### src/rtl/l1_refill_pkg.sv
// Shared constants for the L1 bus-side refill sequencer: state encoding,
// request opcodes and default geometry shared with the L1.
package l1_refill_pkg;

    localparam int unsigned DEF_ADDR_WIDTH     = 24;
    localparam int unsigned DEF_LINE_WID       = 7;
    localparam int unsigned DEF_TIMEOUT_CYCLES = 255;

    typedef enum logic [2:0] {
        ST_IDLE      = 3'd0,
        ST_RD_LINE   = 3'd1,
        ST_RD_SINGLE = 3'd2,
        ST_WR_SINGLE = 3'd3,
        ST_DONE      = 3'd4,
        ST_ERR       = 3'd5
    } state_t;

    localparam logic [1:0] OP_NONE   = 2'd0;
    localparam logic [1:0] OP_WT     = 2'd1;
    localparam logic [1:0] OP_LINE   = 2'd2;
    localparam logic [1:0] OP_SINGLE = 2'd3;

    // Write-through wins over line refill, which wins over a single read.
    function automatic logic [1:0] req_op(input logic wt, input logic line, input logic rd);
        if (wt)   return OP_WT;
        if (line) return OP_LINE;
        if (rd)   return OP_SINGLE;
        return OP_NONE;
    endfunction

endpackage

### src/rtl/l1_refill_ctrl_if.sv
// Single-beat 8-bit system bus seen by the refill sequencer (master) and the
// bus fabric (slave).
interface l1_refill_ctrl_if #(
    parameter int unsigned ADDR_WIDTH = l1_refill_pkg::DEF_ADDR_WIDTH
);
    logic                  bus_req;
    logic                  bus_we;
    logic [ADDR_WIDTH-1:0] bus_addr;
    logic [7:0]            bus_wdata;
    logic [7:0]            bus_rdata;
    logic                  bus_ack;
    logic                  bus_err;

    modport master (
        output bus_req, bus_we, bus_addr, bus_wdata,
        input  bus_rdata, bus_ack, bus_err
    );

    modport slave (
        input  bus_req, bus_we, bus_addr, bus_wdata,
        output bus_rdata, bus_ack, bus_err
    );
endinterface

### src/rtl/l1_refill_watchdog.sv
// Per-beat timeout counter; flags a beat that has waited TIMEOUT_CYCLES
// request cycles without ack or err. Used only with L1_REFILL_TIMEOUT_EN.
module l1_refill_watchdog #(
    parameter int unsigned TIMEOUT_CYCLES = l1_refill_pkg::DEF_TIMEOUT_CYCLES
) (
    input  logic clk,
    input  logic rst,
    input  logic beat_active,
    input  logic beat_done,
    output logic timeout_c
);
    localparam int unsigned CNT_W = (TIMEOUT_CYCLES > 1) ? $clog2(TIMEOUT_CYCLES) : 1;

    logic [CNT_W-1:0] cnt;

    assign timeout_c = beat_active && !beat_done && (cnt == CNT_W'(TIMEOUT_CYCLES - 1));

    always_ff @(posedge clk or posedge rst) begin
        if (rst) begin
            cnt <= '0;
        end else if (!beat_active || beat_done || timeout_c) begin
            cnt <= '0;
        end else begin
            cnt <= cnt + CNT_W'(1);
        end
    end
endmodule

### src/rtl/l1_refill_ctrl.sv
// Bus-side sequencer for the unified L1: turns write-through, single-read and
// line-refill requests into single-byte bus beats. Optional beat timeout: L1_REFILL_TIMEOUT_EN.
module l1_refill_ctrl
    import l1_refill_pkg::*;
#(
    parameter int unsigned ADDR_WIDTH     = DEF_ADDR_WIDTH,
    parameter int unsigned LINE_WID       = DEF_LINE_WID,
    parameter int unsigned TIMEOUT_CYCLES = DEF_TIMEOUT_CYCLES
) (
    input  logic                  clk,
    input  logic                  rst,
    input  logic                  write_through_req,
    input  logic                  read_req,
    input  logic                  read_line_req,
    input  logic [ADDR_WIDTH-1:0] pa,
    input  logic [7:0]            wt_data,
    output logic [7:0]            line_data,
    output logic [LINE_WID-1:0]   addr_count,
    output logic                  line_write,
    output logic                  cache_entry_refill,
    output logic                  trans_rdy,
    output logic                  bus_error,
    l1_refill_ctrl_if.master      bus
);
    state_t                state;
    logic [ADDR_WIDTH-1:0] pa_q;
    logic [LINE_WID-1:0]   beat_idx;
    logic                  timeout_c;
    logic                  beat_fail_c;

`ifdef L1_REFILL_TIMEOUT_EN
    l1_refill_watchdog #(
        .TIMEOUT_CYCLES(TIMEOUT_CYCLES)
    ) u_watchdog (
        .clk        (clk),
        .rst        (rst),
        .beat_active(bus.bus_req),
        .beat_done  (bus.bus_ack | bus.bus_err),
        .timeout_c  (timeout_c)
    );
`else
    assign timeout_c = 1'b0;
`endif

    // A timed-out beat is handled exactly like a bus error.
    assign beat_fail_c = bus.bus_err | timeout_c;

    always_ff @(posedge clk or posedge rst) begin
        if (rst) begin
            state              <= ST_IDLE;
            pa_q               <= '0;
            beat_idx           <= '0;
            line_data          <= '0;
            addr_count         <= '0;
            line_write         <= 1'b0;
            cache_entry_refill <= 1'b0;
            trans_rdy          <= 1'b0;
            bus_error          <= 1'b0;
            bus.bus_req        <= 1'b0;
            bus.bus_we         <= 1'b0;
            bus.bus_addr       <= '0;
            bus.bus_wdata      <= '0;
        end else begin
            line_write         <= 1'b0;
            cache_entry_refill <= 1'b0;
            trans_rdy          <= 1'b0;
            bus_error          <= 1'b0;

            case (state)
                ST_IDLE: begin
                    pa_q     <= pa;
                    beat_idx <= '0;
                    case (req_op(write_through_req, read_line_req, read_req))
                        OP_WT: begin
                            state         <= ST_WR_SINGLE;
                            bus.bus_req   <= 1'b1;
                            bus.bus_we    <= 1'b1;
                            bus.bus_addr  <= pa;
                            bus.bus_wdata <= wt_data;
                        end
                        OP_LINE: begin
                            state        <= ST_RD_LINE;
                            bus.bus_req  <= 1'b1;
                            bus.bus_we   <= 1'b0;
                            bus.bus_addr <= {pa[ADDR_WIDTH-1:LINE_WID], LINE_WID'(0)};
                        end
                        OP_SINGLE: begin
                            state        <= ST_RD_SINGLE;
                            bus.bus_req  <= 1'b1;
                            bus.bus_we   <= 1'b0;
                            bus.bus_addr <= pa;
                        end
                        default: ;
                    endcase
                end

                // Beat gap cycle re-issues the request at the next line offset.
                ST_RD_LINE: begin
                    if (!bus.bus_req) begin
                        bus.bus_req  <= 1'b1;
                        bus.bus_addr <= {pa_q[ADDR_WIDTH-1:LINE_WID], beat_idx};
                    end else if (beat_fail_c) begin
                        bus.bus_req <= 1'b0;
                        bus_error   <= 1'b1;
                        state       <= ST_ERR;
                    end else if (bus.bus_ack) begin
                        bus.bus_req <= 1'b0;
                        line_data   <= bus.bus_rdata;
                        addr_count  <= beat_idx;
                        line_write  <= 1'b1;
                        if (beat_idx == {LINE_WID{1'b1}}) begin
                            cache_entry_refill <= 1'b1;
                            trans_rdy          <= 1'b1;
                            state              <= ST_DONE;
                        end else begin
                            beat_idx <= beat_idx + LINE_WID'(1);
                        end
                    end
                end

                ST_RD_SINGLE: begin
                    if (beat_fail_c) begin
                        bus.bus_req <= 1'b0;
                        bus_error   <= 1'b1;
                        state       <= ST_ERR;
                    end else if (bus.bus_ack) begin
                        bus.bus_req <= 1'b0;
                        line_data   <= bus.bus_rdata;
                        trans_rdy   <= 1'b1;
                        state       <= ST_DONE;
                    end
                end

                ST_WR_SINGLE: begin
                    if (beat_fail_c) begin
                        bus.bus_req <= 1'b0;
                        bus.bus_we  <= 1'b0;
                        bus_error   <= 1'b1;
                        state       <= ST_ERR;
                    end else if (bus.bus_ack) begin
                        bus.bus_req <= 1'b0;
                        bus.bus_we  <= 1'b0;
                        trans_rdy   <= 1'b1;
                        state       <= ST_DONE;
                    end
                end

                // Requests are not sampled here; the L1 drops them on trans_rdy.
                ST_DONE: state <= ST_IDLE;
                ST_ERR:  state <= ST_IDLE;
                default: state <= ST_IDLE;
            endcase
        end
    end
endmodule

### src/flat_wrapper.sv
// flat-port wrapper written by rule: the top's interface ports become plain ports
module l1_refill_ctrl_flat import l1_refill_pkg::*;
#(
    parameter int unsigned ADDR_WIDTH     = DEF_ADDR_WIDTH,
    parameter int unsigned LINE_WID       = DEF_LINE_WID,
    parameter int unsigned TIMEOUT_CYCLES = DEF_TIMEOUT_CYCLES
)
  (clk, rst, write_through_req, read_req, read_line_req, pa, wt_data, line_data, addr_count, line_write, cache_entry_refill, trans_rdy, bus_error, bus_bus_req, bus_bus_we, bus_bus_addr, bus_bus_wdata, bus_bus_rdata, bus_bus_ack, bus_bus_err);
  l1_refill_ctrl_if #(.ADDR_WIDTH(ADDR_WIDTH)) bus_i ();
  input  logic clk;
  input  logic rst;
  input  logic write_through_req;
  input  logic read_req;
  input  logic read_line_req;
  input  logic [ADDR_WIDTH-1:0] pa;
  input  logic [7:0] wt_data;
  output logic [7:0] line_data;
  output logic [LINE_WID-1:0] addr_count;
  output logic line_write;
  output logic cache_entry_refill;
  output logic trans_rdy;
  output logic bus_error;
  output wire logic [$bits(bus_i.bus_req)-1:0] bus_bus_req;
  output wire logic [$bits(bus_i.bus_we)-1:0] bus_bus_we;
  output wire logic [$bits(bus_i.bus_addr)-1:0] bus_bus_addr;
  output wire logic [$bits(bus_i.bus_wdata)-1:0] bus_bus_wdata;
  input wire logic [$bits(bus_i.bus_rdata)-1:0] bus_bus_rdata;
  input wire logic [$bits(bus_i.bus_ack)-1:0] bus_bus_ack;
  input wire logic [$bits(bus_i.bus_err)-1:0] bus_bus_err;
  assign bus_bus_req = bus_i.bus_req;
  assign bus_bus_we = bus_i.bus_we;
  assign bus_bus_addr = bus_i.bus_addr;
  assign bus_bus_wdata = bus_i.bus_wdata;
  assign bus_i.bus_rdata = bus_bus_rdata;
  assign bus_i.bus_ack = bus_bus_ack;
  assign bus_i.bus_err = bus_bus_err;
  l1_refill_ctrl #(.ADDR_WIDTH(ADDR_WIDTH), .LINE_WID(LINE_WID), .TIMEOUT_CYCLES(TIMEOUT_CYCLES)) u_core (.clk(clk), .rst(rst), .write_through_req(write_through_req), .read_req(read_req), .read_line_req(read_line_req), .pa(pa), .wt_data(wt_data), .line_data(line_data), .addr_count(addr_count), .line_write(line_write), .cache_entry_refill(cache_entry_refill), .trans_rdy(trans_rdy), .bus_error(bus_error), .bus(bus_i));
endmodule
### config.mk
export PLATFORM = sky130hd
export DESIGN_NAME = l1_refill_ctrl_flat
export DESIGN_NICKNAME = d
export VERILOG_FILES = /design/src/rtl/l1_refill_pkg.sv /design/src/rtl/l1_refill_ctrl_if.sv /design/src/rtl/l1_refill_watchdog.sv /design/src/rtl/l1_refill_ctrl.sv /design/src/flat_wrapper.sv
export SDC_FILE = /design/constraint.sdc
export NUM_CORES = 1
export LEC_CHECK = 0
export ABC_CLOCK_PERIOD_IN_PS = 2400
export CORE_ASPECT_RATIO = 1.1
export CORE_UTILIZATION = 45
export CTS_BUF_LIST = sky130_fd_sc_hd__clkbuf_8
export CTS_CLUSTER_SIZE = 10
export DETAILED_ROUTE_END_ITERATION = 8
export GPL_TIMING_DRIVEN = 0
export PLACE_DENSITY = 0.79
export SETUP_SLACK_MARGIN = 0.5
export SLEW_MARGIN = 30
export SYNTH_ARGS = -nofsm -noshare
export SYNTH_HDL_FRONTEND = slang
export SYNTH_HIERARCHICAL = 1
export SYNTH_SLANG_ARGS = --single-unit
### constraint.sdc
create_clock -name clk -period 2.4 [get_ports clk]
set_input_delay 0.24 -clock clk [delete_from_list [all_inputs] [get_ports clk]]
set_output_delay 0.24 -clock clk [all_outputs]
set_load 0.05 [all_outputs]
# After elaboration in Yosys (flattened, before gate mapping)
# Cells that the tools add are included.
# word_totals
regBits	87
elab_cells	110
# op_classes
n_addsub	1
eq_ne	20
muxes	58
bitwise_logic	1
reduce_logical	17
# op_table
operator	n
$pmux W24 S2	2
$mux W7	4
$mux W1	26
$mux W24	1
$mux W8	3
$mux W3	6
$pmux W3 S3	2
$pmux W8 S2	1
$mux W2	7
$pmux W7 S2	1
$ne A3 B3 Y1 const B	4
$ne A2 B2 Y1 const B	5
$reduce_and A5 Y1	2
$reduce_and A3 Y1	3
$pmux W1 S2	4
$add A7 B1 Y7 const B	1
$eq A7 B7 Y1 const B	1
$eq A3 B2 Y1 const B	2
$reduce_bool A2 Y1	3
$reduce_or A2 Y1	3
$eq A2 B2 Y1 const B	2
$ne A4 B4 Y1 const B	1
$reduce_and A2 Y1	2
$reduce_and A4 Y1	1
10 further kinds	10

# Depth between registers and ports, before layout
# Gate-level depths: netlist of the first run.
# logic_depth
depth_word	15
depth_mapped	8
depth_no_buf	8

# Worst setup path before layout of the first run
# OpenSTA, ideal clock, no wires.
# synth_timing
kind	reg-to-reg
start	reg u_core.bus.bus_req
end	reg u_core.line_data[0]
setup_time_ps	125
arrival_time_ps	1914
required_time_ps	2275
slack_ps	362
path_stages_with_launch	6
n_path_buf	1
synth_period_minus_slack_ps	2038
cell_sequence	dfrtp_1 buf_4 nand2_1 mux2_2 nor3_2 mux2_2
# synth_between
elab_chain_len	2
# synth_lines
element	line_no	source
start: declaration	l1_refill_ctrl_if.sv:15	output bus_req, bus_we, bus_addr, bus_wdata,
start signal: assignment	l1_refill_ctrl.sv:59	bus.bus_req <= 1'b0;
start signal: assignment	l1_refill_ctrl.sv:76	bus.bus_req <= 1'b1;
start signal: assignment	l1_refill_ctrl.sv:83	bus.bus_req <= 1'b1;
$ne A2 B1 Y1 (no source line)	-	
$reduce_and A2 Y1 (no source line)	-	
end signal: assignment	l1_refill_ctrl.sv:108	line_data <= bus.bus_rdata;
end signal: assignment	l1_refill_ctrl.sv:128	line_data <= bus.bus_rdata;
end: declaration	l1_refill_ctrl.sv:17	output logic [7:0] line_data,
# No other way between the ends.
# A chain may end at the register's enable or synchronous reset.

# Final worst setup path of the first run
# layout_timing
start	reg u_core.state[0]
end	reg u_core.bus.bus_addr[17]
# layout_between
elab_chain_len	3
word_cells_on_any_way	7
cone_classes	eq/ne (3); mux (1); reduce/logical (3)
# layout_lines
element	line_no	source
start: declaration	l1_refill_ctrl.sv:25	state_t state;
start signal: assignment	l1_refill_ctrl.sv:50	state <= ST_IDLE;
start signal: assignment	l1_refill_ctrl.sv:75	state <= ST_WR_SINGLE;
start signal: assignment	l1_refill_ctrl.sv:82	state <= ST_RD_LINE;
$eq A3 B1 Y1 or $logic_not A3 Y1 (tied branches)	l1_refill_ctrl.sv:69	case (state)
$ne A2 B2 Y1 (no source line) (tied with other cells)	-	
$reduce_and A3 Y1 (no source line)	-	
end signal: assignment	l1_refill_ctrl.sv:78	bus.bus_addr <= pa;
end signal: assignment	l1_refill_ctrl.sv:85	bus.bus_addr <= {pa[ADDR_WIDTH-1:LINE_WID], LINE_WID'(0)};
end signal: assignment	l1_refill_ctrl.sv:91	bus.bus_addr <= pa;
end: declaration	l1_refill_ctrl_if.sv:15	
# Several ways; a longest one is shown, not always the timed one.

==> flow_summary.yaml, run 1 <==
cts:
  insertion_delay_ns: 0.36
  clk_pin_slew_worst_paths_ns: 0.08
  htreeDepth: 3
  cts_hold_buf: 0
  ctsRootBufferMaster: "clkbuf_8"
  cts_sinks: 80
  cts_buffers: 9
  clockBufferDepth: 2
  cts_tree: "done"
sta:
  setup_slack_ns: 0.574
  tns_ns: 0
  rsz0062_at_grt: "yes"
  tightest_slew_ns: 0.615
  slew_viol_final: 0
  skew_ns: 0.0159
  period_needed_ns: 1.83
  finalCritPeriodShare_pct: 76.1
  max_freq_mhz: 548
  setup_viol: 0
  hold_violations: 0
  max_slew_margin_pct: 59.0
die:
  ios: 100
  dieArea_um2: 8310
  coreArea_um2: 7560
  initial_utilization_pct: 47.3
  fp.dieH_um: 95.5
  row_count: 33
  die_x_um: 87.0
power:
  power_frac_comb_pct: 56.1
  p_leak_nw: 2.34
  power_frac_clock_pct: 13.6
  p_sw_share_pct: 46.5
  vdd_drop_max_mv: 0.814
  netSwitchingPower_mw: 3.39
  power_density_nw_per_um2: 1450
  p_int_mw: 3.90
  seqPwrFrac_pct: 30.2
logic_synthesis:
  synth_area_um2: 3580
  synth_seq_cells: 80
  synthTopCellsByArea: "dfrtp_1, nand2_1, mux2_2"
  syn_nets: 397
  yosysUniqueCellTypes: 46
  synth.yosys.warnings: 6
  postSynthCellCount: 345
  async_reset_ff_share_pct: 100
  yosys.area.top_type: "dfrtp_1"
  yosysSeqAreaShare_pct: 56.0
  synth_ff_type: "dfrtp_1"
  synth_edf_count: 0
  synth.avg_cell_area_um2: 10.4
  synth_top_area_share_pct: 56.0
route:
  via_count: 2953
  viasPerCell: 5.18
  drc: 0
  drt_iter0_drc: 241
  drtPass1Iterations: 4
  antenna_left: 0
  wl_per_cell_um: 15.3
  wl_um: 8720
final_layout:
  fill_cells: 590
  drive_gt1_share_pct: 14.0
  finalNetCount: 512
  design_area_um2: 5020
  area_delta_synth_final_pct: 40.4
  n_antenna_cell: 0
setup_path:
  slowest_stage: "dfrtp_1"
  cp_common_cell: "buf_6"
  critPathMaxStageDelay_ns: 0.38
  path_class: "flip-flop to flip-flop"
  worst-path-max-fanout: 10
  critPathLaunch: "u_core/state[0]"
  critPathRequiredTime_ns: 2.64
  cp.arrival_ns: 2.06
  path_delay_family: "buffers and inverters"
  worstSetupStartpointType: "flip-flop"
  rr_startpoint: "u_core/state[0]"
  cp-end-kind: "flip-flop"
  r2r_slack_ns: 0.57
  crit_path_cell_trace: "buf_6 > or3_1 > buf_4 > o22a_1 > buf_6 > buf_6 > nand2_1 > o21ai_1"
  worst-path-buf-inv: 4
run:
  cap_violations: 0
hold_path:
  hp-class: "input pin to async pin"
placed_design:
  place.gp.congestion: 0.851
  place_hpwl_um: 6220
  numPortBuffers: 99
  place_area_um2: 4770
  dp_slack_ns: 0.161
status:
  status: "complete, no violations"
grt:
  gr-total-overflow: 0
  grt_max_degree: 32
  grt_pass1_wl_um: 14100
  grt_usage_pct: 22.8
  antenna_found_initial: 0
  grt_pass1_vias: 2861
## cells by family (layout without fill, tap and decap cells)
family                     Yosys count  count (layout)  synth area share, %
AOI/OAI and AO/OA                   66              66                 11.5
adders and majority gates            5               5                 1.75
buffers and inverters               27             147                 4.44
DFF                                 80              80                 56.0
muxes                               35              35                 10.4
and+or+nand+nor                    132             132                 15.9
## synth_stat cells (5+ instances only)
| library cell | count |
|---|---|
| a21oi_1 | 7 |
| nor2_1 | 6 |
| o21ai_0 | 9 |
| a22oi_1 | 7 |
| mux2_2 | 17 |
| buf_2 | 6 |
| buf_6 | 5 |
| nand2_1 | 104 |
| nor3_1 | 5 |
| dfrtp_1 | 80 |
| o21ai_1 | 21 |
| ha_1 | 5 |
| clkbuf_1 | 5 |
| inv_1 | 6 |
| mux2i_1 | 18 |
## state kept, by name, summed over array words and instances, names as in the netlist
| register | flops |
|---|---|
| u_core/line_data | 8 |
| u_core/bus.bus_addr | 24 |
| u_core/cache_entry_refill | 1 |
| u_core/line_write | 1 |
| u_core/beat_idx | 7 |
| u_core/bus_error | 1 |
| u_core/trans_rdy | 1 |
| u_core/bus.bus_wdata | 8 |
| u_core/pa_q | 17 |
| u_core/state | 3 |
| u_core/bus.bus_we | 1 |
| u_core/addr_count | 7 |
| u_core/bus.bus_req | 1 |
## metrics by stage
step	utilization, %	instances	total power, mW	hold WS (ns)
6_report	66.5	570	7.29	0.130
4_1_cts	65.9	568	7.25	0.111
2_1_floorplan	-	345	4.94	0.345
3_3_place_gp	62.3	549	6.11	0.457
3_5_place_dp	63.2	552	6.23	0.461
5_1_grt	66.5	570	7.72	0.115
## final timing paths
| kind | endpoint | cells past startpoint |
|---|---|---|
| setup / recovery | u_core/bus.bus_addr[17] | 8 |
| hold / removal | u_core/bus.bus_addr[11] | 2 |
| setup reg to reg | u_core/bus.bus_addr[17] | 8 |
| hold reg to reg | u_core/pa_q[9] | 2 |
| max in group asynchronous | u_core/line_data[0] | 4 |
| min in group clk | u_core/bus_error | 2 |
## repair_timing
item / CTS / global route
pin swaps: 0 / 2
resized for setup: 1 / 13
buffers inserted: 0 / 2
setup endpoints to repair: 8 / 45
## cells in the final DEF, fill, tap and decap left out, types with 3 or more instances in the layout
cell / n
nor3_1: 5
clkdlybuf4s50_1: 98
ha_1: 5
o21ai_0: 9
a21oi_1: 6
dfrtp_1: 79
clkbuf_1: 3
buf_4: 4
a31oi_1: 3
buf_2: 6
inv_1: 6
a22oi_1: 7
mux2i_1: 18
nor2_1: 6
mux2_2: 17
clkbuf_8: 10
nand2_1: 104
buf_6: 7
a21oi_2: 3
nand3_1: 3
o21ai_1: 21
## power groups by stage
stage	logic (mW)	registers, mW	clock network, mW
2_1_floorplan	1.51	3.44	0
3_3_place_gp	3.92	2.19	0
3_5_place_dp	4.01	2.22	0
4_1_cts	4.04	2.20	1.01
5_1_grt	4.36	2.27	1.09
6_report	4.09	2.20	0.994
## cell type report
| type | count | area, um2 | area share, % |
|---|---|---|---|
| buffer | 20 | 145 | 2.89 |
| sequential | 80 | 2000 | 39.9 |
| clock buffer | 10 | 138 | 2.74 |
| inverter | 7 | 30.0 | 0.598 |
| clock inverter | 6 | 60.1 | 1.20 |
| tap | 105 | 131 | 2.62 |
| timing repair buffer | 104 | 1080 | 21.4 |
| multi-input combinational | 238 | 1440 | 28.7 |
## per-layer routing
metal	vias up	wire (um)	track usage, %
met5	-	0	0
met3	11	585	7.36
met4	0	127	7.78
li1	1400	-	-
met1	1447	3580	28.1
met2	95	4430	37.9
Power figures use the tool's default switching activity.
==> run 2, diff against run 1 <==
--- a/config.mk
+++ b/config.mk
@@ -5,7 +5,7 @@
 export SDC_FILE = /design/constraint.sdc
 export NUM_CORES = 1
 export LEC_CHECK = 0
-export ABC_CLOCK_PERIOD_IN_PS = 2400
+export ABC_CLOCK_PERIOD_IN_PS = 1660
 export CORE_ASPECT_RATIO = 1.1
 export CORE_UTILIZATION = 45
 export CTS_BUF_LIST = sky130_fd_sc_hd__clkbuf_8
==> constraint.sdc (replaced) <==
create_clock -name clk -period 1.66 [get_ports clk]
set_input_delay 0.166 -clock clk [delete_from_list [all_inputs] [get_ports clk]]
set_output_delay 0.166 -clock clk [all_outputs]
set_load 0.05 [all_outputs]
==> run 2 against run 1 <==
Against the previous run: the flow now finishes with violations (setup timing); largest power group unchanged; critical endpoint is now u_core/bus.bus_addr[2]; clock skew is 0.0056 ns lower; maximum frequency is 2.7% higher; global-route usage rose by 1.6 points; design area grew 13%; utilization rose by 8.7 points.
==> flow_summary.yaml, run 2 (synthesized netlist as in run 1, its figures left out) <==
grt:
  grt_pass1_wl_um: 15300
  grt_pass1_vias: 3139
  gr-total-overflow: 0
  grt_usage_pct: 24.4
  grt_max_degree: 27
  antenna_found_initial: 0
route:
  drt-met1-wl_um: 4140
  top_layer_used: "met4"
  route.met3.wl_um: 542
  via_count: 3244
  dr_wl_met2_um: 5890
  wl_per_cell_um: 18.1
  drc: 0
  wl_um: 10900
  antenna_left: 0
  viasPerCell: 5.38
  drt_iter0_drc: 245
  drtPass1Iterations: 5
cts:
  htreeDepth: 3
  cts_sinks: 80
  cts_tree: "done"
  clk_pin_slew_worst_paths_ns: 0.08
  insertion_delay_ns: 0.35
  ctsRootBufferMaster: "clkbuf_8"
  cts_buffers: 9
  clockBufferDepth: 2
setup_path:
  r2r-end: "u_core/bus.bus_addr[2]"
  r2r_slack_ns: -0.12
  worst_r2r_path_depth: 7
  path_class: "flip-flop to flip-flop"
  worst-path-max-fanout: 7
  rr_startpoint: "u_core/state[1]"
  critPathLaunch: "u_core/state[1]"
  critPathRequiredTime_ns: 1.89
  worstSetupStartpointType: "flip-flop"
  cp.arrival_ns: 2.01
  cp-end-kind: "flip-flop"
die:
  fp.dieH_um: 95.5
  row_count: 33
  coreArea_um2: 7560
  dieArea_um2: 8310
  initial_utilization_pct: 47.3
  die_x_um: 87.0
  ios: 100
placed_design:
  place_hpwl_um: 6260
  numPortBuffers: 99
  place.gp.congestion: 0.821
  placedCellCount: 552
sta:
  tightest_slew_ns: 0.392
  skew_ns: 0.0103
  rsz0062_at_grt: "yes"
  max_freq_mhz: 562
  hold_violations: 0
  finalCritPeriodShare_pct: 107
  slew_viol_final: 0
  setup_viol: 51
  setup_slack_ns: -0.118
  max_slew_margin_pct: 73.8
  tns_ns: -3.32
  period_needed_ns: 1.78
final_layout:
  largest_reg_flops: 24
  stdcell_count: 603
  top_register: "u_core/bus.bus_addr"
  area_delta_synth_final_pct: 58.8
  layout_common_cells: "nand2_1, dfrtp_1, clkdlybuf4s50_1, buf_4, clkbuf_4"
  fill_cells: 520
  final_common_cell: "nand2_1"
  reg.largest.list: "u_core/bus.bus_addr x24, u_core/pa_q x17"
  finalNetCount: 546
  n_antenna_cell: 0
  drive_gt1_share_pct: 42.8
power:
  vdd_drop_max_mv: 1.47
  power_density_nw_per_um2: 2150
  p_leak_nw: 2.75
status:
  violations: "setup timing"
  status: "complete, but fails checks"
hold_path:
  hp-class: "input pin to async pin"
run:
  cap_violations: 0
-- run 2: cell count changes in the layout (fill, tap and decap cells not counted), sizes merged, moves of 2 or more --
cell	change
buf	+58
clkinv	-3
clkbuf	+28
dlygate4sd2	+5
bufinv	+2
clkdlybuf4s50	-57
-- run 2: critical path: stages (launching register included) --
cell and delay [ns]:
dfrtp_2 0.46, or3_4 0.41, buf_8 0.13, o22a_1 0.23, buf_6 0.16, clkbuf_16 0.16, nand2_2 0.07, o21ai_2 0.06
-- run 2: metal layers --
layer	vias up	track usage, %
met1	1621	30.3
met4	0	11.5
met3	32	4.59
li1	1468	-
met5	-	0
met2	123	41.1
-- run 2: final cells by class --
class | instances | area, um2 | area share, %
buffer | 20 | 263 | 4.63
clock buffer | 10 | 138 | 2.42
clock inverter | 5 | 97.6 | 1.72
inverter | 7 | 37.5 | 0.661
multi-input combinational | 238 | 1750 | 30.9
sequential | 80 | 2010 | 35.3
tap | 105 | 131 | 2.31
timing repair buffer | 138 | 1250 | 22.0
-- run 2: how the worst max path moves through the flow --
stage / to / slack, ns / depth (start not counted)
global placement: u_core/beat_idx[1] / -0.46 / 7
CTS: u_core/bus.bus_addr[18] / -0.08 / 7
floorplan: u_core/beat_idx[1] / -0.10 / 7
detailed placement: u_core/beat_idx[1] / -0.50 / 7
global route: u_core/bus.bus_addr[2] / -0.16 / 8
finish: u_core/bus.bus_addr[2] / -0.12 / 7
-- run 2: metrics by stage --
step | area [um2] | power [mW] | setup WS, ns | utilization (%) | hold slack [ns]
final | 5680 | 12.2 | -0.118 | 75.2 | 0.158
after detailed placement | 4880 | 9.21 | -0.504 | 64.5 | 0.458
after global routing | 5680 | 12.8 | -0.161 | 75.2 | 0.167
after floorplan | 3680 | 7.34 | -0.104 | - | 0.278
after CTS | 5210 | 11.1 | -0.0768 | 68.9 | 0.165
after global placement | 4800 | 9.05 | -0.463 | 63.6 | 0.452
-- run 2: report_power, final --
part / internal, mW / switching, mW / leakage, nW
logic: 2.91 / 4.34 / 1.62
clock network: 1.02 / 0.692 / 0.125
registers: 2.75 / 0.488 / 1.01
total: 6.69 / 5.52 / 2.75
-- run 2: repair_timing --
item | in CTS | in global routing
setup endpoints to repair | 132 | 111
pin swaps | 8 | 18
resized for setup | 315 | 105
buffers inserted | 17 | 16
gates cloned | 1 | 2
hold buffers | 0 | 0
==> run 3, diff against run 2 <==
--- a/config.mk
+++ b/config.mk
@@ -14,6 +14,7 @@
 export GPL_TIMING_DRIVEN = 0
 export PLACE_DENSITY = 0.79
 export SETUP_SLACK_MARGIN = 0.5
+export SKIP_CTS_REPAIR_TIMING = 1
 export SLEW_MARGIN = 30
 export SYNTH_ARGS = -nofsm -noshare
 export SYNTH_HDL_FRONTEND = slang
==> run 3 against run 2 <==
Against the previous run: die area unchanged; first-iteration DRC count down 2.4%; largest power group unchanged; maximum frequency down 3.2%; critical path type unchanged; global-route usage down 2.6 points; count of clock-buffer cells in the layout unchanged; routed wire length is 4.0% lower; the run still ends with setup timing left.
==> flow_summary.yaml, run 3 (synthesized netlist as in run 1, its figures left out) <==
status:
  status: "complete, but fails checks"
  violations: "setup timing"
final_layout:
  fill_cells: 545
  final_common_cell: "nand2_1"
  area_delta_synth_final_pct: 56.3
  n_antenna_cell: 0
  reg.largest.list: "u_core/bus.bus_addr x24, u_core/pa_q x17"
  largest_reg_flops: 24
  drive_gt1_share_pct: 41.8
  design_area_um2: 5590
  finalNetCount: 541
  top_register: "u_core/bus.bus_addr"
  layout_common_cells: "nand2_1, dfrtp_1, clkdlybuf4s50_1, buf_4, clkbuf_4"
  stdcell_count: 598
route:
  drtPass1Iterations: 5
  wl_per_cell_um: 17.5
  drc: 0
  antenna_left: 0
  drt_iter0_drc: 239
  wl_um: 10500
  via_count: 3183
  viasPerCell: 5.32
die:
  die_x_um: 87.0
  coreArea_um2: 7560
  dieArea_um2: 8310
  initial_utilization_pct: 47.3
  fp.dieH_um: 95.5
  ios: 100
  row_count: 33
cts:
  cts_buffers: 9
  clk_pin_slew_worst_paths_ns: 0.08
  cts_tree: "done"
  clockBufferDepth: 2
  ctsRootBufferMaster: "clkbuf_8"
  cts_sinks: 80
  htreeDepth: 3
  insertion_delay_ns: 0.35
grt:
  grt_usage_pct: 21.8
  antenna_found_initial: 0
  grt_pass1_wl_um: 13700
  grt_pass1_vias: 2844
  grt_max_degree: 27
  gr-total-overflow: 0
power:
  power_frac_clock_pct: 14.0
  power_density_nw_per_um2: 2190
  vdd_drop_max_mv: 1.74
  p_leak_nw: 2.74
  p_int_mw: 6.72
  netSwitchingPower_mw: 5.53
  power_frac_comb_pct: 59.4
  p_sw_share_pct: 45.1
  seqPwrFrac_pct: 26.6
setup_path:
  critPathMaxStageDelay_ns: 0.46
  crit_path_cell_trace: "or3_4 > buf_8 > buf_4 > buf_6 > o21ai_4 > o41ai_4 > o31a_1"
  r2r_slack_ns: -0.18
  worst-path-buf-inv: 3
  path_class: "flip-flop to flip-flop"
  path_delay_family: "flip-flops"
  worst_r2r_path_depth: 7
  worst-path-max-fanout: 6
  cp.arrival_ns: 2.06
  slowest_stage: "dfrtp_2"
  cp.depth: 7
  critPathRequiredTime_ns: 1.89
  worstSetupStartpointType: "flip-flop"
  cp-end-kind: "flip-flop"
sta:
  max_freq_mhz: 544
  period_needed_ns: 1.84
  hold_violations: 0
  max_slew_margin_pct: 72.5
  rsz0062_at_grt: "yes"
  setup_slack_ns: -0.177
  tightest_slew_ns: 0.413
  finalCritPeriodShare_pct: 111
  tns_ns: -2.87
  skew_ns: 0.00982
  setup_viol: 35
  fin_hold_ws_ns: 0.165
  slew_viol_final: 0
run:
  cap_violations: 0
placed_design:
  place.gp.congestion: 0.821
  place_area_um2: 4880
  placedCellCount: 552
  dp_slack_ns: -0.504
  place_hpwl_um: 6260
  numPortBuffers: 99
hold_path:
  hp-class: "input pin to async pin"
## run 3: area by class of cell
| type | instances | area [um2] | share of cell area, % |
|---|---|---|---|
| Inverter | 7 | 32.5 | 0.582 |
| Multi-Input combinational cell | 238 | 1730 | 31.0 |
| Sequential cell | 80 | 2010 | 35.9 |
| Tap cell | 105 | 131 | 2.35 |
| Buffer | 20 | 233 | 4.16 |
| Clock buffer | 10 | 138 | 2.46 |
| Timing Repair Buffer | 133 | 1220 | 21.9 |
| Clock inverter | 5 | 97.6 | 1.75 |
## run 3: per-layer routing
layer / global-route usage [%] / vias to the layer above / share of wire (%) / wire [um]
li1: - / 1464 / - / -
met1: 27.3 / 1577 / 38 / 4030
met2: 36.5 / 116 / 54 / 5640
met3: 4.07 / 26 / 4.8 / 499
met4: 10.0 / 0 / 3.1 / 324
met5: 0 / - / 0 / 0
## run 3: through the flow
stage          utilization, %  power, mW
2_1_floorplan               -       7.34
6_report                 74.0       12.2
4_1_cts                  67.7       10.9
3_3_place_gp             63.6       9.05
3_5_place_dp             64.5       9.21
5_1_grt                  74.0       12.9
## run 3: path summary, 6_finish.rpt
check / start / end
setup / recovery: u_core/state[1] / u_core/bus.bus_we
hold / removal: rst / u_core/beat_idx[1]
setup reg to reg: u_core/state[1] / u_core/bus.bus_we
hold reg to reg: u_core/addr_count[5] / u_core/addr_count[5]
max in group asynchronous: rst / u_core/pa_q[22]
min in group clk: bus_bus_ack / u_core/trans_rdy
## run 3: power groups by stage
stage / clock, mW / combinational (mW) / sequential (mW)
3_3_place_gp: 0 / 5.88 / 3.18
6_report: 1.72 / 7.27 / 3.26
2_1_floorplan: 0 / 2.37 / 4.97
5_1_grt: 1.83 / 7.70 / 3.33
3_5_place_dp: 0 / 6.00 / 3.22
4_1_cts: 1.72 / 6.02 / 3.18
